File: src/rtl/pipelined_cla_adder_if.sv
// Valid/ready operand and result bundle for pipelined_cla_adder.
// The master side is the producer/consumer pair, and the slave side is the adder.
interface pipelined_cla_adder_if #(
  parameter int unsigned WIDTH = 16
) ();
  logic             in_valid;
  logic             in_ready;
  logic [WIDTH-1:0] a;
  logic [WIDTH-1:0] b;
  logic             c;
  logic             sub;
  logic             out_valid;
  logic             out_ready;
  logic [WIDTH-1:0] s;
  logic             cout;
  logic             ovf;

  modport master (
    output in_valid, a, b, c, sub, out_ready,
    input  in_ready, out_valid, s, cout, ovf
  );

  modport slave (
    input  in_valid, a, b, c, sub, out_ready,
    output in_ready, out_valid, s, cout, ovf
  );
endinterface

File: src/rtl/pipelined_cla_adder.sv
// Pipelined carry-lookahead adder/subtractor. Each pipeline stage resolves one
// BLOCK-bit lookahead group and forwards its carry and the unsummed operand bits.
module pipelined_cla_adder #(
  parameter int unsigned WIDTH = 16,
  parameter int unsigned BLOCK = 4
) (
  input logic                  clk,
  input logic                  rst_n,
  pipelined_cla_adder_if.slave bus
);
  localparam int unsigned NGRP = WIDTH / BLOCK;

  if ((WIDTH % BLOCK) != 0 || BLOCK < 2 || BLOCK > 8) begin : g_param_check
    $error("pipelined_cla_adder: WIDTH must be a multiple of BLOCK, BLOCK in 2..8");
  end

  logic             adv;
  logic [WIDTH-1:0] bb;
  logic             cin;

  assign bb           = bus.sub ? ~bus.b : bus.b;
  assign cin          = bus.sub | bus.c;
  assign adv          = ~bus.out_valid | bus.out_ready;
  assign bus.in_ready = adv;

  for (genvar k = 0; k < NGRP; k++) begin : g_stage
    // Operand bits still to be summed at this stage, and sum bits completed here.
    localparam int unsigned InW  = WIDTH - k * BLOCK;
    localparam int unsigned SumW = (k + 1) * BLOCK;

    logic             vin;
    logic             c_in;
    logic [InW-1:0]   a_in;
    logic [InW-1:0]   b_in;
    logic [BLOCK-1:0] p;
    logic [BLOCK-1:0] g;
    logic [BLOCK-1:0] gsum;
    logic [BLOCK:0]   carr;
    logic             prod;
    logic             cy;
    logic [SumW-1:0]  s_d;
    logic             vld_q;
    logic             cy_q;
    logic [SumW-1:0]  s_q;

    if (k == 0) begin : g_src
      assign vin  = bus.in_valid;
      assign c_in = cin;
      assign a_in = bus.a;
      assign b_in = bb;
      assign s_d  = gsum;
    end else begin : g_src
      assign vin  = g_stage[k-1].vld_q;
      assign c_in = g_stage[k-1].cy_q;
      assign a_in = g_stage[k-1].g_fwd.a_q;
      assign b_in = g_stage[k-1].g_fwd.b_q;
      assign s_d  = {gsum, g_stage[k-1].s_q};
    end

    // Each carry is a flat sum of products over g/p/c_in; no carry feeds another.
    always_comb begin
      p       = a_in[BLOCK-1:0] ^ b_in[BLOCK-1:0];
      g       = a_in[BLOCK-1:0] & b_in[BLOCK-1:0];
      carr    = '0;
      prod    = 1'b0;
      cy      = 1'b0;
      carr[0] = c_in;
      for (int i = 0; i < BLOCK; i++) begin
        prod = p[i];
        cy   = g[i];
        for (int j = i - 1; j >= 0; j--) begin
          cy   = cy | (prod & g[j]);
          prod = prod & p[j];
        end
        carr[i+1] = cy | (prod & c_in);
      end
      gsum = p ^ carr[BLOCK-1:0];
    end

    always_ff @(posedge clk or negedge rst_n) begin
      if (!rst_n) begin
        vld_q <= 1'b0;
        cy_q  <= 1'b0;
        s_q   <= '0;
      end else if (adv) begin
        vld_q <= vin;
        if (vin) begin
          cy_q <= carr[BLOCK];
          s_q  <= s_d;
        end
      end
    end

    if (k < NGRP - 1) begin : g_fwd
      logic [InW-BLOCK-1:0] a_q;
      logic [InW-BLOCK-1:0] b_q;

      always_ff @(posedge clk or negedge rst_n) begin
        if (!rst_n) begin
          a_q <= '0;
          b_q <= '0;
        end else if (adv && vin) begin
          a_q <= a_in[InW-1:BLOCK];
          b_q <= b_in[InW-1:BLOCK];
        end
      end
    end else begin : g_last
      logic ovf_q;

      always_ff @(posedge clk or negedge rst_n) begin
        if (!rst_n) begin
          ovf_q <= 1'b0;
        end else if (adv && vin) begin
          ovf_q <= carr[BLOCK] ^ carr[BLOCK-1];
        end
      end

      assign bus.out_valid = vld_q;
      assign bus.s         = s_q;
      assign bus.cout      = cy_q;
      assign bus.ovf       = ovf_q;
    end
  end
endmodule
File: src/flat_wrapper.sv
// flat-port wrapper written by rule: the top's interface ports become plain ports
module pipelined_cla_adder_flat 
#(
  parameter int unsigned WIDTH = 16,
  parameter int unsigned BLOCK = 4
)
  (clk, rst_n, bus_in_valid, bus_a, bus_b, bus_c, bus_sub, bus_out_ready, bus_in_ready, bus_out_valid, bus_s, bus_cout, bus_ovf);
  pipelined_cla_adder_if #(.WIDTH(WIDTH)) bus_i ();
  input logic clk;
  input logic rst_n;
  input wire logic [$bits(bus_i.in_valid)-1:0] bus_in_valid;
  input wire logic [$bits(bus_i.a)-1:0] bus_a;
  input wire logic [$bits(bus_i.b)-1:0] bus_b;
  input wire logic [$bits(bus_i.c)-1:0] bus_c;
  input wire logic [$bits(bus_i.sub)-1:0] bus_sub;
  input wire logic [$bits(bus_i.out_ready)-1:0] bus_out_ready;
  output wire logic [$bits(bus_i.in_ready)-1:0] bus_in_ready;
  output wire logic [$bits(bus_i.out_valid)-1:0] bus_out_valid;
  output wire logic [$bits(bus_i.s)-1:0] bus_s;
  output wire logic [$bits(bus_i.cout)-1:0] bus_cout;
  output wire logic [$bits(bus_i.ovf)-1:0] bus_ovf;
  assign bus_i.in_valid = bus_in_valid;
  assign bus_i.a = bus_a;
  assign bus_i.b = bus_b;
  assign bus_i.c = bus_c;
  assign bus_i.sub = bus_sub;
  assign bus_i.out_ready = bus_out_ready;
  assign bus_in_ready = bus_i.in_ready;
  assign bus_out_valid = bus_i.out_valid;
  assign bus_s = bus_i.s;
  assign bus_cout = bus_i.cout;
  assign bus_ovf = bus_i.ovf;
  pipelined_cla_adder #(.WIDTH(WIDTH), .BLOCK(BLOCK)) u_core (.clk(clk), .rst_n(rst_n), .bus(bus_i));
endmodule
File: config.mk
export PLATFORM = sky130hd
export DESIGN_NAME = pipelined_cla_adder_flat
export DESIGN_NICKNAME = d
export VERILOG_FILES = /design/src/rtl/pipelined_cla_adder_if.sv /design/src/rtl/pipelined_cla_adder.sv /design/src/flat_wrapper.sv
export SDC_FILE = /design/constraint.sdc
export NUM_CORES = 1
export LEC_CHECK = 0
export BUFFER_PORTS_ARGS = -buffer_cell sky130_fd_sc_hd__buf_2
export CAP_MARGIN = 20
export CORE_MARGIN = 1
export CORE_UTILIZATION = 30
export CTS_CLUSTER_DIAMETER = 200
export DETAILED_ROUTE_END_ITERATION = 10
export PLACE_DENSITY_LB_ADDON = 0.2
export SLEW_MARGIN = 0
export SYNTH_ARGS = -nofsm -noshare
export SYNTH_HDL_FRONTEND = slang
export SYNTH_SLANG_ARGS = --single-unit
File: constraint.sdc
create_clock -name clk -period 1.62 [get_ports clk]
set_input_delay 0.324 -clock clk [delete_from_list [all_inputs] [get_ports clk]]
set_output_delay 0.324 -clock clk [all_outputs]
set_load 0.03 [all_outputs]
==> flow_summary.ini, run 1 <==
[run_status]
outcome = finished with violations
violations = DRC

[floorplanning]
design.portCount = 58
dieHeight_um = 124.9
core_um2 = 14640
floorplan.die.width_um = 124.9
initial_core_util = 0.3094
rows = 44
die_area_um2 = 15600

[setup_path]
arrival_ps = 1780
regToRegSetupSlack_ps = 60
element_type_at_the_critical_path_start = register
timing_worst_setup_path_type = reg2reg
regToRegEndpoint = u_core.bus.s[14]
cp.required_ps = 1840
worst_setup_path_end_kind = register
rr_startpoint = u_core.g_stage[2].g_fwd.b_q[0]
worst-path-max-fanout = 3
worstRegToRegCells = 5

[place]
place.detailed.instances = 573
hpwlAfterDp_um = 5563
gpl.final_weighted_congestion = 0.7399
place_ws_ps = -18.80
place.port_buffers = 57

[layout]
layout.cells.most_common = dfrtp_1
final_nets = 461
layout-drive-gt1-share = 0.3827
layout.cells.non_filler = 589
antenna-diode-count = 0
area_delta_synth_final_pct = 19.41
final_cell_mix = 97 x dfrtp_1, 56 x buf_2, 40 x mux2_4, 31 x o21ai_0, 29 x nand2_1

[sta]
finalHoldViolations = 0
final.period_utilization = 0.9623
finalClockSkew_ps = 6.788
fin_ws_ps = 61.13
max_freq_mhz = 641.5
setup-violations-final = 0
timing.final.crit_period_ps = 1559
report.final.slew_viol_count = 0
unrepaired_setup_endpoints_after_global_routing = no
slew-limit-headroom = 0.7094
tightest_slew_ps = 435.9

[grt]
global_route.usage.met1 = 0.1541
gr_met2_demand_resource = 0.1563
grt_pass1_vias = 2659
groute.usage.overall = 0.1085
gr-total-overflow = 0
grt_most_used_layer = met2
maximum_number_of_pins_on_one_net_before_global_route_repair = 48
grt_first_pass_wirelength_um = 13340
antenna_found_initial = 0
globalRouteMet3Util = 0.02620

[route]
drtPass1Iterations = 9
post-route-drc-count = 4
wl_um = 7702
drtIter0Drc = 68
vias = 2559
detail_route.vias_per_cell = 4.345
detail-route-antenna-nets = 0
wl_per_cell_um = 13.08

[pwr]
p_int_mw = 7.201
static-leakage-power_nw = 2.605
powerDensity_nw_per_um2 = 2021
power.clock.fraction = 0.195
power_frac_seq = 0.381
p_sw_mw = 3.730
power.combinational.fraction = 0.424
max-vdd-ir-drop_mv = 0.6812
swShare = 0.3412
p_total_mw = 10.93

[cts]
cts.path.max_buffers = 2
tritoncts_buffers = 9
post-cts-setup-buffers = 0
htree_num_levels = 3
cts_tree = done
clock_latency_ps = 330
tritoncts_num_sinks = 97
clk_pin_slew_ps = 70
cts-root-buf = clkbuf_16

[hold_path]
hold_end = u_core.g_stage[0].g_fwd.a_q[2]
min-delay-path-class = in2reg
holdPathStages = 2
hold_start = bus_a[6]

[synthesis]
dominant_register_cell_in_the_synthesized_netlist = dfrtp_1
post_synth_inst_count = 336
synthesis.area_um2 = 4531
synth.net_count = 396
number_of_distinct_library_cells_after_synthesis = 32
seq_area_frac_synth = 0.5358
synth_enable_flop_cells = 0
synth-warning-count = 0
ys_async_sr_fraction = 1.000
ys_ff_latch = 97
syn_avg_cell_area_um2 = 13.48

[run]
maxCapViolCount = 0
## synthesized netlist by cell type, drive strengths merged, types with 2 or more instances
cell	instances	share of area
dfrtp	97	0.54
mux2	61	0.18
o21ai	34	0.038
nand2	32	0.033
ha	18	0.050
xnor2	17	0.033
buf	14	0.030
inv	14	0.012
a21oi	12	0.014
xor2	10	0.019
nor2	6	0.0050
a211oi	5	0.0083
fa	4	0.018
o21bai	2	0.0033
## how the worst max path moves through the flow
stage                                              start                     end  depth (start not counted)
after CTS                 u_core.g_stage[1].g_fwd.a_q[0]  u_core.g_stage[2].cy_q                          5
after global placement                           bus_sub  u_core.g_stage[0].cy_q                          7
final                     u_core.g_stage[2].g_fwd.b_q[0]        u_core.bus.s[14]                          5
after floorplan                                  bus_sub  u_core.g_stage[0].cy_q                          8
after global routing      u_core.g_stage[2].g_fwd.b_q[0]        u_core.bus.s[14]                          5
after detailed placement                         bus_sub  u_core.g_stage[0].cy_q                          7
## layer usage
layer / vias up / share of wire
met2: 46 / 0.41
li1: 1289 / -
met5: - / 0
met3: 7 / 0.037
met1: 1217 / 0.54
met4: 0 / 0.014
## cell type report
cell class	instances	area [µm²]
Tap cell	184	230.2
Timing Repair Buffer	69	442.9
Clock buffer	13	260.3
Clock inverter	2	37.54
Fill cell	1422	9234
Multi-Input combinational cell	210	1959
Inverter	14	52.55
Sequential cell	97	2427
## stage by stage
step,instance area [µm²],hold slack [ps],setup TNS (ps),utilization
2_1_floorplan,4559,28.41,-52.49,-
3_3_place_gp,5060,290.8,0,0.3455
3_5_place_dp,5060,293.6,-18.80,0.3455
4_1_cts,5368,204.0,0,0.3665
5_1_grt,5410,208.5,0,0.3694
6_report,5410,215.1,0,0.3694
## registers in the layout (all words and copies together) (netlist names)
name	count
u_core.bus.ovf	1
u_core.bus.out_valid	1
u_core.g_stage.g_fwd.b_q	24
u_core.bus.s	16
u_core.g_stage.g_fwd.a_q	24
u_core.g_stage.cy_q	3
u_core.g_stage.s_q	24
u_core.g_stage.vld_q	3
u_core.bus.cout	1
## cell families after synthesis
| kind of cell | Yosys count | share of synthesized area |
|---|---|---|
| DFF | 97 | 0.5358 |
| muxes | 62 | 0.1870 |
| AOI/OAI and AO/OA | 56 | 0.06849 |
| and+or+nand+nor | 43 | 0.04639 |
| buffers and inverters | 29 | 0.04281 |
| xor gates and xnor gates | 27 | 0.05219 |
| adders and majority gates | 22 | 0.06739 |
## power groups by stage
stage	Combinational, mW	Clock [mW]	Sequential [mW]
2_1_floorplan	3.25	0	4.46
3_3_place_gp	4.45	0	4.19
3_5_place_dp	4.52	0	4.22
4_1_cts	4.54	2.20	4.17
5_1_grt	5.14	2.31	4.32
6_report	4.63	2.13	4.16
## timing repair
item                       4_1_cts  5_1_grt
gates resized for setup          0        8
hold buffers                     1        0
setup endpoints to repair        0        8
hold endpoints to repair        30        0
## worst max-delay path, stage by stage, from the launching register on
cell and delay (ps):
dfrtp_1 380, ha_1 290, a211o_1 330, a21oi_2 140, a21oi_1 50, mux2_4 260
No activity file was read; power rests on OpenSTA's default activity.
==> run 2: changes to the inputs <==
--- a/config.mk
+++ b/config.mk
@@ -9,7 +9,6 @@
 export CAP_MARGIN = 20
 export CORE_MARGIN = 1
 export CORE_UTILIZATION = 30
-export CTS_CLUSTER_DIAMETER = 200
 export DETAILED_ROUTE_END_ITERATION = 10
 export PLACE_DENSITY_LB_ADDON = 0.2
 export SLEW_MARGIN = 0
==> constraint.sdc (replaced) <==
create_clock -name clk -period 1.99 [get_ports clk]
set_input_delay 0.398 -clock clk [delete_from_list [all_inputs] [get_ports clk]]
set_output_delay 0.398 -clock clk [all_outputs]
set_load 0.03 [all_outputs]
==> run 2 against run 1 <==
Against the previous run:
- the run still ends with DRC left
- final cell count is 0.68% lower
- combinational power down 23%
- first-iteration DRC count grew 82%
- global-route usage up 0.059 points
- maximum frequency is 6.5% lower
- sequential share of layout area grew 0.66 points
- final area shrank 1.5%
- flip-flop and latch count stayed put
- register-to-register slack better by 260 ps
- via count shrank 2.0%
- power decreased by 20%
- critical path depth unchanged
- largest power group unchanged
==> flow_summary.ini, run 2 (synthesized netlist as in run 1, its figures left out) <==
[sta]
finalClockSkew_ps = 5.494
setup-tns-final_ps = 0
max_freq_mhz = 599.8
slew-limit-headroom = 0.7567
fin_ws_ps = 322.6
setup-violations-final = 0
report.final.slew_viol_count = 0
final.period_utilization = 0.8379
timing.final.crit_period_ps = 1667
unrepaired_setup_endpoints_after_global_routing = no
finalHoldViolations = 0
tightest_slew_ps = 365.0

[place]
gpl.final_weighted_congestion = 0.7602
place.detailed.instances = 568
place.port_buffers = 57
place_ws_ps = 103.6
hpwlAfterDp_um = 5663

[hold_path]
hold_end = u_core.g_stage[0].g_fwd.a_q[10]
min-delay-path-class = in2reg
holdPathStages = 2
hold_start = bus_a[14]

[layout]
layout-drive-gt1-share = 0.3641
antenna-diode-count = 0
area_delta_synth_final_pct = 17.67
area_of_the_multi_input_gates_um2 = 1909
layout.core_utilization = 0.3641
final_cell_mix = 97 x dfrtp_1, 56 x buf_2, 40 x mux2_4, 33 x o21ai_0, 29 x nand2_1
layout.cells.most_common = dfrtp_1
ff_latch_area_um2 = 2427
layout.cells.non_filler = 585
n_fill_cell = 1416
layout_top_registers = u_core.g_stage.g_fwd.a_q (24), u_core.g_stage.g_fwd.b_q (24), u_core.g_stage.s_q (24)
final_nets = 456

[route]
detail-route-antenna-nets = 0
detail_route.vias_per_cell = 4.289
post-route-drc-count = 7
vias = 2509
wl_um = 7711
drtPass1Iterations = 7
drtIter0Drc = 124
wl_per_cell_um = 13.18

[cts]
tritoncts_buffers = 9
post-cts-setup-buffers = 0
clock_latency_ps = 340
ctsHoldBuffers = 1
tritoncts_num_sinks = 97
cts-root-buf = clkbuf_16
cts-resized-gates = 0
htree_num_levels = 3
clk_pin_slew_ps = 60
cts.path.max_buffers = 2
cts_tree = done

[setup_path]
cp.required_ps = 2200
element_type_at_the_critical_path_start = register
arrival_ps = 1880
rr_startpoint = u_core.g_stage[2].g_fwd.b_q[0]
worst_setup_path_end_kind = register
regToRegEndpoint = u_core.bus.s[15]
regToRegSetupSlack_ps = 320
worstRegToRegCells = 5
timing_worst_setup_path_type = reg2reg
worst_setup_path_startpoint = u_core.g_stage[2].g_fwd.b_q[0]
worst-path-max-fanout = 4

[floorplanning]
initial_core_util = 0.3094
core_um2 = 14640
rows = 44
dieHeight_um = 124.9
design.portCount = 58
die_area_um2 = 15600
floorplan.die.width_um = 124.9

[pwr]
static-leakage-power_nw = 2.575
powerDensity_nw_per_um2 = 1650
max-vdd-ir-drop_mv = 0.5169

[grt]
gr-total-overflow = 0
grt_pass1_vias = 2615
grt_first_pass_wirelength_um = 13460
groute.usage.overall = 0.1091
antenna_found_initial = 0
maximum_number_of_pins_on_one_net_before_global_route_repair = 48

[run]
maxCapViolCount = 0

[run_status]
violations = DRC
outcome = finished with violations
run 2: cell count changes in the layout (fill, tap and decap cells not counted), sizes merged:
cell	change
clkinvlp	+1
buf	-5
inv	+1
bufinv	+1
clkinv	+2
clkbuf	-4
run 2: worst max-delay path, cell delays in order, from the launching register on:
cell,delay [ps]
dfrtp_1,410
ha_1,300
a211o_1,340
a21oi_2,240
xor2_1,170
o21ai_0,80
run 2: power breakdown:
part	leakage, nW	internal [mW]	switching (mW)
clock network	0.152	1.10	0.737
registers	1.17	2.86	0.545
logic	1.25	1.83	1.72
run 2: worst max-delay path by stage:
stage	endpoint	cells after the start
after CTS	u_core.g_stage[2].cy_q	5
after global placement	u_core.g_stage[0].cy_q	7
after global routing	u_core.g_stage[2].cy_q	5
final	u_core.bus.s[15]	5
after detailed placement	u_core.g_stage[0].cy_q	7
after floorplan	u_core.g_stage[0].cy_q	8
run 2: final cells by class:
cell class                      instances  area share
Sequential cell                        97      0.4553
Multi-Input combinational cell        210      0.3581
Timing Repair Buffer                   64     0.07369
Tap cell                              184     0.04318
Clock buffer                            9     0.04224
Clock inverter                          7     0.01760
Inverter                               14    0.009857
run 2: through the flow:
step	hold slack [ps]	power (mW)	instance area, µm²
after floorplan	102.4	6.267	4531
after global placement	340.9	6.948	5002
after detailed placement	345.5	7.064	5002
after CTS	273.4	8.941	5331
after global routing	278.1	9.462	5331
final	283.6	8.795	5331
run 2: per-layer routing:
metal  wire length (µm)  vias to the layer above  global-route usage
li1                   -                     1265                   -
met2               3096                       45              0.1527
met3                307                        9             0.02835
met5                  0                        -                   0
met4                142                        0             0.04950
met1               4164                     1190              0.1566
==> run 3: changes to the inputs <==
==> constraint.sdc (replaced) <==
create_clock -name clk -period 1.4 [get_ports clk]
set_input_delay 0.28 -clock clk [delete_from_list [all_inputs] [get_ports clk]]
set_output_delay 0.28 -clock clk [all_outputs]
set_load 0.03 [all_outputs]
==> run 3 against run 2 <==
Against the previous run:
- the run ends with DRC, setup timing left
- global-route usage is 0.098 points higher
- clock skew up 2.7 ps
- worst hold slack worse by 110 ps
- final area up 5.8%
- critical endpoint is now u_core.bus.s[14]
- largest power group unchanged
- highest routed layer unchanged
==> flow_summary.ini, run 3 (synthesized netlist as in run 1, its figures left out) <==
[route]
detail-route-antenna-nets = 0
post-route-drc-count = 6
wl_per_cell_um = 12.73
vias = 2621
detail_route.vias_per_cell = 4.248
drtPass1Iterations = 9
wl_um = 7856
drtIter0Drc = 108

[layout]
layout_top_registers = u_core.g_stage.g_fwd.a_q (24), u_core.g_stage.g_fwd.b_q (24), u_core.g_stage.s_q (24)
layout.core_utilization = 0.3852
layout-drive-gt1-share = 0.4388
final_nets = 491
final_cell_mix = 96 x dfrtp_1, 55 x buf_2, 40 x mux2_4, 38 x buf_4, 29 x nand2_1
area_delta_synth_final_pct = 24.50
antenna-diode-count = 0
layout.cells.most_common = dfrtp_1
layout.cells.non_filler = 617
finish.instance_area_um2 = 5640

[cts]
cts-root-buf = clkbuf_16
cts_tree = done
clock_latency_ps = 340
cts.path.max_buffers = 2
clk_pin_slew_ps = 60
tritoncts_buffers = 9
tritoncts_num_sinks = 97
htree_num_levels = 3

[pwr]
p_total_mw = 13.33
max-vdd-ir-drop_mv = 0.6733
powerDensity_nw_per_um2 = 2363
static-leakage-power_nw = 2.748

[grt]
antenna_found_initial = 0
grt_pass1_vias = 2722
groute.usage.overall = 0.1101
maximum_number_of_pins_on_one_net_before_global_route_repair = 36
gr-total-overflow = 0
grt_first_pass_wirelength_um = 13540

[floorplanning]
design.portCount = 58
floorplan.die.width_um = 124.9
die_area_um2 = 15600
dieHeight_um = 124.9
core_um2 = 14640
initial_core_util = 0.3094
rows = 44

[setup_path]
timing_worst_setup_path_type = reg2reg
gate_family_responsible_for_the_most_delay_along_the_worst_path = compound AO/OA/AOI/OAI gates
slowest_stage_delay_cp_ps = 380
worst-path-max-fanout = 3
crit_path_cell_trace = ha_1 -> a211o_1 -> a21oi_2 -> a21oi_1 -> mux2_4
element_type_at_the_critical_path_start = register
timing.critical_path.slowest_stage_cell = dfrtp_1
arrival_ps = 1790
worstPathBufferInverterCount = 0
cp.required_ps = 1620
worst_setup_path_end_kind = register

[run_status]
outcome = finished with violations
violations = DRC, setup timing

[place]
place.port_buffers = 57
detailed_place.area_um2 = 5255
place.detailed.instances = 598
place_ws_ps = -206.6
gpl.final_weighted_congestion = 0.7182
hpwlAfterDp_um = 5847

[sta]
fin_ws_ps = -162.7
setup-violations-final = 8
unrepaired_setup_endpoints_after_global_routing = yes
finalHoldViolations = 0
tightest_slew_ps = 321.0
report.final.slew_viol_count = 0
timing.final.crit_period_ps = 1563
final.period_utilization = 1.116
slew-limit-headroom = 0.7860
max_freq_mhz = 639.9
setup-tns-final_ps = -505.3
finalHoldWorstSlack_ps = 171.8
finalClockSkew_ps = 8.192

[run]
maxCapViolCount = 0

[hold_path]
min-delay-path-class = in2reg
run 3: worst reg2reg max path, cell delays in order, from the launching register on:
cell	delay (ps)
dfrtp_1	380
ha_1	290
a211o_1	310
a21oi_2	150
a21oi_1	50
mux2_4	270
run 3: worst paths after layout:
path	slack (ps)	to	from	cells past startpoint
max reg2reg	-160	u_core.bus.s[14]	u_core.g_stage[2].g_fwd.b_q[0]	5
max in group asynchronous	530	u_core.g_stage[2].g_fwd.b_q[1]	rst_n	3
min	170	u_core.g_stage[0].g_fwd.a_q[1]	bus_a[5]	2
min reg2reg	480	u_core.g_stage[1].s_q[4]	u_core.g_stage[1].s_q[4]	2
min in group asynchronous	380	u_core.g_stage[0].g_fwd.b_q[1]	rst_n	2
max	-160	u_core.bus.s[14]	u_core.g_stage[2].g_fwd.b_q[0]	5
run 3: cell type report:
type	instances	area (µm²)
Inverter	14	52.55
Timing Repair Buffer	99	670.6
Sequential cell	97	2429
Multi-Input combinational cell	210	1982
Fill cell	1425	9004
Clock buffer	12	246.5
Tap cell	184	230.2
Clock inverter	1	30.03
run 3: timing repair:
item | CTS | global route
resized for setup | 15 | 6
endpoints found under the hold margin | 20 | 0
setup endpoints to repair | 12 | 13
hold buffers | 1 | 0
buffers inserted | 4 | 1
pin swaps | 7 | 3
run 3: power breakdown:
part	internal, mW	switching [mW]	total (mW)	leakage (nW)
combinational	3.38	2.78	6.15	1.44
clock	1.40	0.958	2.36	0.135
sequential	4.06	0.750	4.81	1.17
total	8.85	4.48	13.3	2.75
run 3: metal layers:
layer / GRT usage / part of all wire
met1: 0.1550 / 0.52
met2: 0.1609 / 0.43
met3: 0.01804 / 0.032
met4: 0.06026 / 0.018
met5: 0 / 0
